`src/rtl/ram_write_driver.sv`:
```
// rtl/ram_write_driver.sv - streams one layer of host weight bytes into the weight RAM
module ram_write_driver #(
   parameter int WEIGHTS_PER_LAYER = 16,
   parameter int NUM_LAYERS        = 3
) (
   input  logic       clk,
   input  logic       reset,
   input  logic       start,
   input  logic [1:0] layer,
   input  logic [7:0] data_in,
   input  logic       data_valid,
   output logic       data_ready,
   output logic [9:0] RAM_address,
   output logic [7:0] RAM_data,
   output logic       RAM_we,
   output logic       busy,
   output logic       done,
   output logic       error,
   output logic [7:0] checksum
);

   // Per-layer byte budget and layer limit, both at address width.
   localparam logic [9:0] WPL       = 10'(WEIGHTS_PER_LAYER);
   localparam logic [9:0] LAST_IDX  = 10'(WEIGHTS_PER_LAYER - 1);
   localparam logic [9:0] LAYER_LIM = 10'(NUM_LAYERS);

   typedef enum logic [1:0] {
      IDLE,
      LOAD,
      WRITE,
      DONE
   } state_t;

   state_t     state;
   state_t     state_next;
   logic [1:0] layer_q;
   logic [9:0] count;
   logic [9:0] base;
   logic       layer_ok;
   logic       accept;

   // A start is honoured only for layers that exist.
   assign layer_ok = ({8'b0, layer} < LAYER_LIM);

   // Bytes arrive unit-major, so base + running count lands at base + unit*4 + input.
   assign base   = {8'b0, layer_q} * WPL;
   assign accept = (state == LOAD) && data_valid;

   // State register; reset drops straight back to IDLE so no write or done can follow.
   always_ff @(posedge clk or negedge reset) begin
      if (!reset) begin
         state <= IDLE;
      end else begin
         state <= state_next;
      end
   end

   // Next-state logic and state-decoded handshake/status outputs.
   always_comb begin
      state_next = state;
      data_ready = 1'b0;
      RAM_we     = 1'b0;
      busy       = 1'b0;
      done       = 1'b0;
      case (state)
         IDLE: begin
            if (start && layer_ok) begin
               state_next = LOAD;
            end
         end
         LOAD: begin
            data_ready = 1'b1;
            busy       = 1'b1;
            if (data_valid) begin
               state_next = WRITE;
            end
         end
         WRITE: begin
            RAM_we = 1'b1;
            busy   = 1'b1;
            if (count == LAST_IDX) begin
               state_next = DONE;
            end else begin
               state_next = LOAD;
            end
         end
         DONE: begin
            done       = 1'b1;
            state_next = IDLE;
         end
         default: begin
            state_next = IDLE;
         end
      endcase
   end

   // Datapath: latch layer on start, capture byte on accept, fold it into the checksum on write.
   always_ff @(posedge clk or negedge reset) begin
      if (!reset) begin
         layer_q     <= 2'd0;
         count       <= 10'd0;
         checksum    <= 8'd0;
         RAM_address <= 10'd0;
         RAM_data    <= 8'd0;
         error       <= 1'b0;
      end else begin
         error <= (state == IDLE) && start && !layer_ok;
         if ((state == IDLE) && start && layer_ok) begin
            layer_q  <= layer;
            count    <= 10'd0;
            checksum <= 8'd0;
         end
         if (accept) begin
            RAM_data    <= data_in;
            RAM_address <= base + count;
         end
         if (state == WRITE) begin
            checksum <= checksum + RAM_data;
            count    <= count + 10'd1;
         end
      end
   end

endmodule

```
`config.mk`:
```
export PLATFORM = sky130hd
export DESIGN_NAME = ram_write_driver
export DESIGN_NICKNAME = d
export VERILOG_FILES = /design/src/rtl/ram_write_driver.sv
export SDC_FILE = /design/constraint.sdc
export NUM_CORES = 1
export LEC_CHECK = 0
export ABC_AREA = 1
export ABC_CLOCK_PERIOD_IN_PS = 2000
export CORE_MARGIN = 3
export CORE_UTILIZATION = 51
export DETAILED_ROUTE_END_ITERATION = 6
export GPL_TIMING_DRIVEN = 0
export PLACE_DENSITY = 0.89
export SLEW_MARGIN = 15
export SYNTH_ARGS = -nofsm -noshare
export SYNTH_HDL_FRONTEND = slang
export SYNTH_SLANG_ARGS = --single-unit
```
`constraint.sdc`:
```
create_clock -name clk -period 2 [get_ports clk]
set_input_delay 0.3 -clock clk [delete_from_list [all_inputs] [get_ports clk]]
set_output_delay 0.3 -clock clk [all_outputs]
set_load 0.05 [all_outputs]
```
* Word-level counts from Yosys, hierarchy flattened
Cells that the tools add are included.
Widths: inputs -> output; s select.
** Operators by class
- Add/subtract/negate cells :: 3
- Order comparisons :: 1
- Eq/ne operators :: 6
- Muxes and demuxes :: 12
- Reductions and logical operators :: 10
** Operators with widths (count)
- $mux 10 :: 2
- $mux 8 :: 2
- $add 10x1->10 const B :: 1
- $add 6x10->10 :: 1
- $eq 10x4->1 const B :: 1
- $add 8x8->8 :: 1
- $pmux 2 s4 :: 1
- $mux 2 :: 3
- $logic_and 1x1->1 :: 5
- $eq 2x2->1 const B :: 2
- $mux 1 :: 4
- $ne 2x2->1 const B :: 2
- $eq 2x1->1 const B :: 1
- $logic_not 2->1 :: 1
- $lt 2x2->1 const B :: 1
- $reduce_and 2->1 :: 1
- $reduce_bool 2->1 :: 1
- $reduce_or 2->1 :: 1
- $logic_not 1->1 :: 1
** Word-level totals
- Flip-flop bits (word level) :: 41
- Input bits :: 14
- Output and inout bits :: 31
- Logic and storage cells :: 39

* Longest topological paths before layout
- Word-level depth :: 5
- Mapped depth :: 9
- Depth with buffers taken out :: 9

* Least setup slack after synthesis
OpenSTA, ideal clock, no wires.
- Kind :: register -> register
- Start point :: reg state[0]
- End point :: reg count[8]
- Setup time :: 0.117 ns
- Arrival :: 1.671 ns
- Data required time :: 1.883 ns
- Slack :: 0.212 ns
- Cell stages (with the launch flop) :: 9
- Buffers on the path :: 1
- Period minus slack after synthesis :: 1.788 ns
- Cells stage by stage :: dfrtp_1 inv_1 ha_1 buf_4 inv_2 nor3_1 nand2_1 o21ai_1 inv_1
** Between the ends
- Word-level cells in the longest chain between the ends :: 4
- Elaborated cells on any way between the ends :: 6
- Those cells by class :: 1 x eq/ne; 1 x mux; 4 x reduce/logical
** RTL lines
- from (decl) :: RTL line 34 : state_t state;
- from (signal assigned) :: RTL line 54 : state <= state_next;
- $logic_not 2->1 :: RTL line 108 : if ((state == IDLE) && start && layer_ok) begin
- $logic_and 1x1->1 (2 in series) :: RTL line 108
- $reduce_bool 2->1 (no source line)
- to (signal assigned) :: RTL line 119 : count <= count + 10'd1;
- to (decl) :: RTL line 37 : logic [9:0] count;
Parallel ways exist; a longest one is shown, timed or not.
A chain may end at the register's enable or synchronous reset.

* Worst setup path after layout
- Start point :: reg state[0]
- End point :: out busy
** Between the ends
- Word-level cells in the longest chain between the ends :: 3
- Elaborated cells on any way between the ends :: 4
- Those cells by class :: 2 x eq/ne; 1 x mux; 1 x reduce/logical
** RTL lines
- $eq 2x1->1 or $eq 2x2->1 (tied branches) :: RTL line 65 : case (state)
- $reduce_or 2->1 (no source line) (*)
- $mux 1 (*) :: RTL line 65
- to (decl) :: RTL line 16 : output logic busy,
Every way passes the cells marked *; elsewhere a longest branch is shown, timed or not.

==> impl_results.md <==
- Crit path required time: 1.70 ns
- DR WL/cell: 13.6 µm
- Mapped Cells: 275
- HPWL after DPL: 3800 µm
- WL final: 5150 µm
- Initial DRC count: 153
- Pwr Density: 1560 nW/µm²
- Fin crit share: 0.961
- Top-count cell post-synth: nand2_1
- Status: finished, final reports clean
- Number of synthesized flops with an enable pin: 0
- Met1 GRT Util: 0.270
- Mapped cell area: 2230 µm²
- GR Util met3: 0.0443
- Vert. Die Dim: 72.2 µm
- DR vias/cell: 5.24
- FMAX: 520 MHz
- Global placer's final weighted congestion: 0.849
- Seq/Total Area, Yosys: 0.460
- Overflow after GRT: 0
- Total clock sinks: 41
- Synth top area cells: dfrtp_1 (46%), nand2_1 (17%), ha_1 (8.4%)
- RSZ-0062 raised after global routing: false
- Fin. max-slew vios: 0
- Clk slew on worst S/H paths: 0.08 ns
- Antenna violations before repair: 0
- Area Growth Syn to Fin: 27.3%
- Post-synth net total: 306
- Via Count: 1,987
- Most used DFF post-synth: dfrtp_1
- Fin. Hold Viols: 0
- # IOs: 45
- Min Tclk post-route: 1.92 ns
- Post-CTS setup buffers: 0
- Starting density of the core: 0.542
- DP Worst Slack: 0.136 ns
- Measured slew at the worst slew-check pin: 0.521 ns
- Drt first pass iters: 4
- CTS Root Cell: clkbuf_8
- CTS Buf Count: 5
- GR Util met2: 0.377
- Max_cap viols: 0
- Synth top area share: 0.460
- Die Wd: 72.2 µm
- Core ar.: 4120 µm²
- Distinct cells, synth: 28
- Hold Crit Class: in -> async
- Final-stage net count: 359
- Vias in the first global route: 2,024
- # rows: 23
- Worst Setup Slack, final: 0.0781 ns
- Leakage: 1.46 nW
- Peak supply drop: 1.13 mV
- Die footprint: 5210 µm²
- Arrival time worst endpoint: 1.62 ns
- DRC: 0
- Synth Area per Inst: 8.12 µm²
- Worst-path maximum fanout: 4
- Clk_lat worst skew: 0.30 ns
- Busiest grt layer: met2
- Async SR Flop Fraction: 1.00
- Area leader, netlist: dfrtp_1
- Synth warn: 0
- H-Tree Depth: 2
- CP Class: reg -> out
- N_diodes: 0
- Clk buf depth: 2
- Total GRT Usage: 0.220
- Top post-synthesis cells by count: nand2_1 (101), dfrtp_1 (41), inv_1 (28), o21ai_0 (24), nand3_1 (16)
- PortBufs: 44
- Seq cells post-synth: 41
- Final Total Pwr: 4.42 mW
- Relative slew slack: 0.652
- CP Capture Type: output port
- Antenna viol nets, final: 0
- First-pass GRT wire length: 9020 µm
- Largest net degree at the start of global routing: 32
- TritonCTS clock tree: built
- Utilization after layout: 0.690
- Share of cells above drive strength 1: 0.0821
- Clock Skews: 0.00850 ns
- Number of setup violations in the final report: 0
- Crit path launch type: flop
-- worst max-delay path, stage by stage, from the launching register on --
cell,delay [ns]
dfrtp_1,0.41
inv_1,0.11
ha_1,0.28
dlygate4sd2_1,0.52
-- kinds of logic after synthesis --
kind of cell,after synthesis,synth area share
AOI/OAI and AO/OA,35,0.0852
xor gates and xnor gates,4,0.0157
adders and majority gates,17,0.102
buffers and inverters,37,0.0650
DFF,41,0.460
and+or+nand+nor,141,0.272
-- repair_timing --
item / CTS / global route
gates cloned: 0 / 0
hold endpoints to repair: 10 / 0
gates resized for setup: 3 / 1
endpoints found under the setup margin: 3 / 1
hold buffers: 1 / 0
-- final cells by class --
type,instances,area (µm²)
well taps,50,62.6
clock inverters,2,10.0
repair buffers,46,464
inverters,32,120
fillers,336,1270
flip-flops and latches,41,1030
clock buffers,6,72.6
multi-input cells,197,1060
plain buffers,5,25.0
-- routing by layer --
layer | wire (µm) | share of wire
met1 | 2190 | 0.43
met2 | 2530 | 0.49
met3 | 305 | 0.059
met4 | 119 | 0.023
met5 | 0 | 0
-- worst paths after layout --
path / startpoint / endpoint / slack [ns] / cells past startpoint
worst max-delay path: state[0]$_DFFE_PN0P_ / busy / 0.08 / 3
worst min-delay path: reset / RAM_data[1]$_DFFE_PN0P_ / 0.41 / 2
worst max register to register: count[4]$_DFFE_PN0P_ / RAM_address[8]$_DFFE_PN0P_ / 0.32 / 6
worst min register to register: RAM_address[5]$_DFFE_PN0P_ / RAM_address[5]$_DFFE_PN0P_ / 0.49 / 2
max in group asynchronous: reset / RAM_address[9]$_DFFE_PN0P_ / 1.15 / 3
min in group clk: RAM_address[5]$_DFFE_PN0P_ / RAM_address[5]$_DFFE_PN0P_ / 0.49 / 2
-- report_power, final --
group | leakage [nW] | switching (mW) | internal, mW | total (mW)
sequential | 0.540 | 0.232 | 1.10 | 1.33
combinational | 0.874 | 1.72 | 0.832 | 2.55
clock | 0.0450 | 0.297 | 0.242 | 0.539
total | 1.46 | 2.25 | 2.17 | 4.42
-- cells in the final DEF (no fill, tap or decap), types with 2 or more instances in the layout --
cell,synthesis,layout
nand2_1,101,101
dfrtp_1,41,41
clkdlybuf4s50_1,0,39
inv_1,28,28
o21ai_0,24,24
nand3_1,16,16
ha_1,15,15
nor2_1,9,9
a21oi_1,5,5
clkbuf_8,0,5
nand4_1,4,4
inv_2,4,4
nor2_2,4,4
buf_2,2,3
clkbuf_1,2,3
dlygate4sd2_1,0,3
nand2_2,2,2
xnor2_1,2,2
a22o_1,2,2
xor2_1,2,2
fa_1,2,2
clkinv_2,0,2
-- sequential cells by signal, indices dropped and copies added, names as in the netlist --
register / cells
RAM_address: 10
state: 2
checksum: 8
count: 10
layer_q: 2
error: 1
RAM_data: 8
-- through the flow --
stage | hold WS (ns) | std cells | TNS (ns) | cell area (µm²)
floorplan | 0.00441 | 275 | 0 | 2230
global placement | 0.473 | 369 | -15.99 | 2740
detailed placement | 0.191 | 370 | 0 | 2750
CTS | 0.411 | 379 | 0 | 2840
global route | 0.431 | 379 | 0 | 2840
finish | 0.407 | 379 | 0 | 2840
Note: power is estimated with default switching activity, not from simulation.
